<file path="src/rtl/upsp_axis_out_packer.sv">
// rtl/upsp_axis_out_packer.sv - repacks up-sampled pixels into AXI-Stream beats with frame/line markers
module upsp_axis_out_packer #(
    parameter int PIXEL_W = 24,
    parameter int DATA_W  = 32,
    parameter int DIM_W   = 12
) (
    input  logic                  clk,
    input  logic                  rst,
    input  logic [DIM_W-1:0]      cfg_width,
    input  logic [DIM_W-1:0]      cfg_height,
    input  logic                  cfg_start,
    output logic                  busy,
    input  logic                  upsp_valid,
    input  logic [PIXEL_W-1:0]    upsp_data,
    output logic                  upsp_ready,
    output logic                  m_axis_tvalid,
    output logic [DATA_W-1:0]     m_axis_tdata,
    output logic [DATA_W/8-1:0]   m_axis_tkeep,
    output logic                  m_axis_tuser,
    output logic                  m_axis_tlast,
    input  logic                  m_axis_tready,
    output logic                  interrupt_updone
);
    localparam logic [1:0] ST_IDLE  = 2'd0;
    localparam logic [1:0] ST_RUN   = 2'd1;
    localparam logic [1:0] ST_DRAIN = 2'd2;
    localparam logic [1:0] ST_DONE  = 2'd3;
    localparam int ENT_W = PIXEL_W + 2;

    logic [1:0]         state;
    logic [DIM_W-1:0]   w_q;
    logic [DIM_W-1:0]   h_q;
    logic [DIM_W-1:0]   x;
    logic [DIM_W-1:0]   y;
    logic [2*DIM_W-1:0] out_cnt;
    logic [2*DIM_W-1:0] total;
    logic               input_done;
    logic [ENT_W-1:0]   mem [2];
    logic               wr_ptr;
    logic               rd_ptr;
    logic [1:0]         fifo_count;
    logic               push;
    logic               pop;
    logic               start_ok;
    logic               x_wrap;
    logic               last_pixel;
    logic [ENT_W-1:0]   head;

    assign total      = {{DIM_W{1'b0}}, w_q} * {{DIM_W{1'b0}}, h_q};
    assign start_ok   = cfg_start && (state == ST_IDLE);
    // Ready depends only on local state and occupancy, so downstream stalls never combinationally reach the core.
    assign upsp_ready = (state == ST_RUN) && (fifo_count < 2'd2) && !input_done;
    assign push       = upsp_valid && upsp_ready;
    assign x_wrap     = (x == w_q - DIM_W'(1));
    assign last_pixel = x_wrap && (y == h_q - DIM_W'(1));

    assign head             = mem[rd_ptr];
    assign m_axis_tvalid    = (fifo_count != 2'd0);
    assign m_axis_tdata     = DATA_W'(head[ENT_W-1:2]);
    assign m_axis_tuser     = head[1];
    assign m_axis_tlast     = head[0];
    assign m_axis_tkeep     = '1;
    assign pop              = m_axis_tvalid && m_axis_tready;
    assign busy             = (state != ST_IDLE) || start_ok;
    assign interrupt_updone = (state == ST_DONE);

    always_ff @(posedge clk) begin
        if (rst) begin
            state      <= ST_IDLE;
            w_q        <= '0;
            h_q        <= '0;
            x          <= '0;
            y          <= '0;
            out_cnt    <= '0;
            input_done <= 1'b0;
            mem[0]     <= '0;
            mem[1]     <= '0;
            wr_ptr     <= 1'b0;
            rd_ptr     <= 1'b0;
            fifo_count <= 2'd0;
        end else begin
            case (state)
                ST_IDLE: begin
                    if (cfg_start) begin
                        w_q        <= cfg_width;
                        h_q        <= cfg_height;
                        x          <= '0;
                        y          <= '0;
                        out_cnt    <= '0;
                        input_done <= 1'b0;
                        state      <= (cfg_width == '0 || cfg_height == '0) ? ST_DONE : ST_RUN;
                    end
                end
                ST_RUN: begin
                    if (push && last_pixel) begin
                        input_done <= 1'b1;
                        state      <= ST_DRAIN;
                    end
                end
                ST_DRAIN: begin
                    if (fifo_count == 2'd0 && out_cnt == total)
                        state <= ST_DONE;
                end
                ST_DONE:  state <= ST_IDLE;
                default:  state <= ST_IDLE;
            endcase

            if (push) begin
                mem[wr_ptr] <= {upsp_data, (x == '0) && (y == '0), x_wrap};
                wr_ptr      <= ~wr_ptr;
                if (x_wrap) begin
                    x <= '0;
                    y <= y + DIM_W'(1);
                end else begin
                    x <= x + DIM_W'(1);
                end
            end

            if (pop) begin
                rd_ptr  <= ~rd_ptr;
                out_cnt <= out_cnt + (2*DIM_W)'(1);
            end

            if (push && !pop)
                fifo_count <= fifo_count + 2'd1;
            else if (pop && !push)
                fifo_count <= fifo_count - 2'd1;
        end
    end
endmodule

</file>
<file path="config.mk">
export PLATFORM = sky130hd
export DESIGN_NAME = upsp_axis_out_packer
export DESIGN_NICKNAME = d
export VERILOG_FILES = /design/src/rtl/upsp_axis_out_packer.sv
export SDC_FILE = /design/constraint.sdc
export NUM_CORES = 1
export LEC_CHECK = 0
export CORE_MARGIN = 5
export CORE_UTILIZATION = 60
export DETAILED_ROUTE_END_ITERATION = 7
export MAX_ROUTING_LAYER = met4
export PLACE_DENSITY = 0.81
export SYNTH_ARGS = -nofsm -noshare
export SYNTH_HDL_FRONTEND = slang
export SYNTH_SLANG_ARGS = --single-unit
</file>
<file path="constraint.sdc">
create_clock -name clk -period 10 [get_ports clk]
set_input_delay 2 -clock clk [delete_from_list [all_inputs] [get_ports clk]]
set_output_delay 2 -clock clk [all_outputs]
set_load 0.05 [all_outputs]
</file>
### Word-level counts from Yosys, hierarchy flattened

Memories as Yosys holds them, arrays and structs flattened. A register that Yosys moved wholly into a read port is not among the register bits.
Index checks and enable logic that the tools add are counted.

| word-level totals | value |
|---|---|
| flip-flop bits (word level) | 79 |
| bits in latches | 0 |
| memory bits (writable) | 52 |
| bits in read-only memories | 0 |
| bits of input ports | 53 |
| word-level logic and storage cells | 98 |
| memories kept | 1 |

| cells by class | value |
|---|---|
| $add $sub $neg | 7 |
| $mul | 1 |
| divide/modulo/power cells | 0 |
| magnitude comparators | 1 |
| equality and inequality tests | 9 |
| shift-type cells | 0 |
| muxes and demuxes | 31 |
| bitwise operators | 2 |
| reduce and logical (&&, ||, !) cells | 36 |

Memories:

| memory | words | bits a word | rd ports | clocked after memory_dff | wr ports | RTL line | RTL |
|---|---|---|---|---|---|---|---|
| mem | 2 | 26 | 1 | 1 | 2 | 38 | `logic [ENT_W-1:0] mem [2];` |

Operators with widths:

| operator | count |
|---|---|
| 12-bit 2-to-1 mux | 8 |
| 24-bit 2-to-1 mux | 3 |
| 12-bit zero test | 4 |
| 26-bit 2-to-1 mux | 1 |
| 26-bit OR reduction | 1 |
| 12-bit by 1-bit adder with 12-bit output, second input constant | 2 |
| 24-bit by 1-bit adder with 24-bit output, second input constant | 1 |
| 12-bit equality test | 2 |
| 24-bit equality test | 1 |
| 12-bit by 12-bit multiplier with 24-bit output | 1 |
| 12-bit by 1-bit subtractor with 12-bit output, second input constant | 2 |
| 2-bit nonzero test | 8 |
| 2-bit 2-to-1 mux | 6 |
| 1-bit logical AND | 11 |
| 1-bit 2-to-1 mux | 11 |
| 2-bit one-hot mux with 4 select lines | 1 |
| 2-bit AND reduction | 3 |
| 3-bit AND reduction | 2 |
| 2-bit equality test, second input constant | 2 |
| 2-bit zero test | 2 |
| 2-bit != test, second input constant | 2 |
| 1-bit zero test | 3 |
| 2-bit by 1-bit adder with 2-bit output, second input constant | 1 |
| 2-bit by 1-bit equality test with 1-bit output, second input constant | 1 |
| 6 further kinds | 8 |

### Logic depth before layout (Yosys ltp)

| logic depth | value |
|---|---|
| depth in word-level cells | 9 |
| depth in mapped cells | 23 |

### Least setup slack after synthesis

OpenSTA, ideal clock, no wires.

| timing | value |
|---|---|
| path type | reg2reg |
| start | reg w_q[4] |
| end | reg state[1] |
| library setup time | 95 ps |
| arrival time | 5711 ps |
| path slack | 4194 ps |
| stages on the path, launching flop included | 20 |
| path buffers | 2 |
| cell sequence | dfxtp_1 -> clkbuf_1 -> clkbuf_1 -> nand2_1 -> fa_1 -> fa_1 -> fa_1 -> fa_1 -> fa_1 -> inv_1 -> ha_1 -> a21oi_1 -> a21o_1 -> a21boi_1 -> nor3_1 -> mux2_2 -> xnor2_1 -> nor4_1 -> nand3_1 -> o311ai_1 |

| on the way | value |
|---|---|
| longest elaborated chain between the ends | 6 |
| elaborated cells on any way between the ends | 10 |

Ends and longest elaborated chain:

| what | RTL line | RTL |
|---|---|---|
| start: declaration | 31 | `logic [DIM_W-1:0] w_q;` |
| start signal: assignment | 85 | `w_q <= cfg_width;` |
| branches (longest 5 deep; another with 12-bit by 12-bit multiplier with 24-bit output) | - |  |
| 3-bit AND reduction (no source line) (*) | - |  |
| end signal: assignment | 91 | `state <= (cfg_width == '0 \|\| cfg_height == '0) ? ST_DONE : ST_RUN;` |
| end: declaration | 30 | `logic [1:0] state;` |

Every way passes the cells marked *.
A chain may end at the register's enable or synchronous reset.

### Worst setup path in the final report

| timing | value |
|---|---|
| start | reg w_q[3] |
| end | reg state[0] |

Same word-level chain as after synthesis.

==> impl_metrics.py <==
metrics = {
    "sta": {
        "maxClockFrequency_mhz": 150,
        "postLayoutSetupSlackWorst_ns": 3.35,
        "final.setup.tns_ns": 0,
        "worst-slew-pin-transition_ns": 1.18,
        "hold_slack_ns": 0.497,
        "finalCritPeriodShare_pct": 66.5,
        "worst_slew_margin_rel_pct": 21.1,
        "hold_viol": 0,
        "grt_setup_unrepaired": "false",
        "finalSetupViolations": 0,
        "finClkSkew_ns": 0.0104,
        "time_the_final_worst_path_needs_with_i_o_delays_and_setup_ns": 6.65,
        "slew_violations": 0,
    },
    "run_status": {
        "status": "finished clean",
    },
    "synth": {
        "netlist.top_cell.by_area": "sky130_fd_sc_hd__fa_1",
        "synth_xor_xnor_area_share_pct": 4.91,
        "ys_top_cells_by_count": "sky130_fd_sc_hd__nand2_1, sky130_fd_sc_hd__inv_1, sky130_fd_sc_hd__fa_1",
        "synth.ff_latch_count": 132,
        "synth_adder_area_share_pct": 24.5,
        "postSynthAreaPerCell_um2": 8.78,
        "ys_top_cells_by_area": "sky130_fd_sc_hd__fa_1, sky130_fd_sc_hd__dfxtp_1, sky130_fd_sc_hd__edfxtp_1",
        "area_fraction_in_compound_gates_after_synthesis_pct": 10.5,
        "synth_async_sr_flop_share_pct": 0,
        "syn_inst_count": 1362,
        "synth_top_family_by_area": "adder cells",
        "yosysWarnings": 0,
        "synth_cell_types": 77,
        "synthDominantCellAreaShare_pct": 16.7,
        "yosys_most_used_dff": "sky130_fd_sc_hd__dfxtp_1",
        "post_synth_mux_area_share_pct": 3.44,
        "synth_area_um2": 12000,
        "synthSimpleGateAreaFrac_pct": 23.1,
        "cell_with_the_most_instances_after_synthesis": "sky130_fd_sc_hd__nand2_1",
        "synth-edff-count": 52,
        "synth-seq-area-share_pct": 26.5,
    },
    "detailed_routing": {
        "detailedRoute.firstIterationViolations": 725,
        "post_drt_wl_per_cell_um": 18.4,
        "drcViolationCount": 0,
        "drt_pre_antenna_iters": 6,
        "wirelength_um": 30700,
        "antenna_left": 0,
        "routed-via-count": 9949,
        "route.detailed.vias_per_inst": 5.96,
    },
    "final_layout": {
        "n_antenna_cell": 0,
        "areaGrowthSynthToFinish_pct": 12.2,
        "multi_input_area_um2": 8000,
        "final_layout_size_suffix_gt1_share_pct": 6.63,
        "seq_area_um2": 3160,
        "fin_util_pct": 68.7,
        "final_nets": 1617,
        "num-fill-cells": 1531,
    },
    "clocking": {
        "gates_resized_cts_repair": 0,
        "cts_made_buffers": 17,
        "clock_tree.htree_level_count": 4,
        "post_cts_buffers": 0,
        "cts_root_buf": "sky130_fd_sc_hd__clkbuf_16",
        "ctsLongestPathBuffers": 2,
        "hold_buffers": 0,
        "clkSlewWorstSetupHoldPaths_ns": 0.06,
        "tritoncts": "built",
        "clock_latency_ns": 0.44,
        "clock-sinks": 132,
    },
    "critical_path": {
        "crit_fanout": 17,
        "worst_path_cell_trace": "nand2_1 > fa_1 > fa_1 > fa_1 > fa_1 > fa_1 > inv_1 > ha_1 > a21oi_1 > a21o_1 > a21boi_1 > nor3_1 > mux2_2 > xnor2_1 > nor4_1 > nand3_1 > a311oi_1",
        "worstPathRequired_ns": 10.33,
        "critical-path-slowest-cell": "sky130_fd_sc_hd__dfxtp_1",
        "timing.critical_path.max_delay_family": "adder cells",
        "critical-path-max-stage-delay_ns": 0.77,
        "cp_data_arrival_time_ns": 6.98,
        "timing.reg2reg.worst_path_depth": 17,
        "critical_path.endpoint_type": "register",
        "cp-start-kind": "register",
        "timing.critical_path.depth": 17,
        "worst_path_most_repeated_cell": "sky130_fd_sc_hd__fa_1",
        "path_class": "register to register",
        "worst-path-buf-inv": 1,
    },
    "die": {
        "ios": 95,
        "die_width_um": 151,
        "dieHeight_um": 151,
        "floorplan.initialDensity_pct": 61.2,
        "floorplan.core_area_um2": 19500,
        "design.die.area_um2": 22900,
        "row_count": 51,
    },
    "placement": {
        "placement.io_buffers": 82,
        "dp.final_hpwl_um": 22700,
        "place_ws_ns": 3.48,
        "gpl.final_weighted_congestion": 0.916,
    },
    "power_and_ir_drop": {
        "cellPowerDensity_nw_per_um2": 181,
        "power.leakage_uw": 0.00547,
        "power.total_uw": 2430,
        "vdd.ir_drop.worst_mv": 0.217,
    },
    "global_routing": {
        "gr-total-overflow": 0,
        "grt_first_pass_wirelength_um": 49600,
        "grtUsageTotal_pct": 28.6,
        "antenna_found_initial": 0,
        "maximum_number_of_pins_on_one_net_before_global_route_repair": 64,
        "grt_pass1_vias": 9787,
    },
    "worst_hold_path": {
        "holdPathStages": 2,
        "timing.hold.worst.class": "register to register",
    },
    "job": {
        "timing.max_cap.violations": 0,
    },
}
[layer usage]
metal | track usage, % | routed length (µm) | vias up | share of wire, %
met2 | 43.8 | 14500 | 382 | 47
met4 | 8.48 | 835 | 0 | 2.7
met5 | - | 0 | - | 0
met3 | 6.43 | 2440 | 73 | 7.9
met1 | 38.3 | 13000 | 4866 | 42
li1 | - | - | 4628 | -
[stage by stage]
step                cell area (µm²)  instances
floorplan                     12000       1372
global placement              12800       1636
detailed placement            12800       1636
CTS                           13400       1668
global route                  13400       1668
finish                        13400       1668
[cells by family after synthesis]
| kind of cell | after synthesis |
|---|---|
| buf+inv | 209 |
| flops | 132 |
| compound gates | 194 |
| mux | 37 |
| other cells | 2 |
| simple gates | 547 |
| xor+xnor | 67 |
| fa+ha+maj | 174 |
[tightest hold or removal path, stage by stage (launching register included)]
cell and delay, ns:
sky130_fd_sc_hd__dfxtp_1 0.31, sky130_fd_sc_hd__o21ai_0 0.07, sky130_fd_sc_hd__a21oi_1 0.07
[path summary, 6_finish.rpt]
check / start / end / slack (ns)
worst min register to register: input_done$_SDFFE_PP0P_ / input_done$_SDFFE_PP0P_ / 0.50
worst min-delay path: input_done$_SDFFE_PP0P_ / input_done$_SDFFE_PP0P_ / 0.50
worst max-delay path: w_q[3]$_SDFFE_PP0P_ / state[0]$_SDFFE_PP0P_ / 3.35
worst max register to register: w_q[3]$_SDFFE_PP0P_ / state[0]$_SDFFE_PP0P_ / 3.35
[where the power goes]
group	internal, µW	switching (µW)
Clock	382	269
Combinational	393	655
Sequential	619	110
Total	1390	1030
[cells in the final DEF, fill, tap and decap left out, drive strengths merged, types with 33 or more instances in the layout]
master and instances:
inv 123, and2 96, ha 74, mux2 33, nand3 49, dfxtp 80, xnor2 35, and3 40
nor2 81, edfxtp 52, clkdlybuf4s50 81, fa 100, a21oi 60, o21ai 50, nand2 178
[area by class of cell]
type	count	area share (%)
clock buffer	18	3.27
clock inverter	14	1.24
inverter	118	3.30
multi-input combinational	1031	59.6
sequential	132	23.6
tap	265	2.47
timing repair buffer	90	6.53
[flip-flops by register name, summed over array words and instances, names as in the netlist, 2 cells and up, named ones only]
| register | flops |
|---|---|
| fifo_count | 2 |
| h_q | 12 |
| mem | 52 |
| out_cnt | 24 |
| state | 2 |
| w_q | 12 |
| x | 12 |
| y | 12 |
Power figures use the tool's default switching activity.
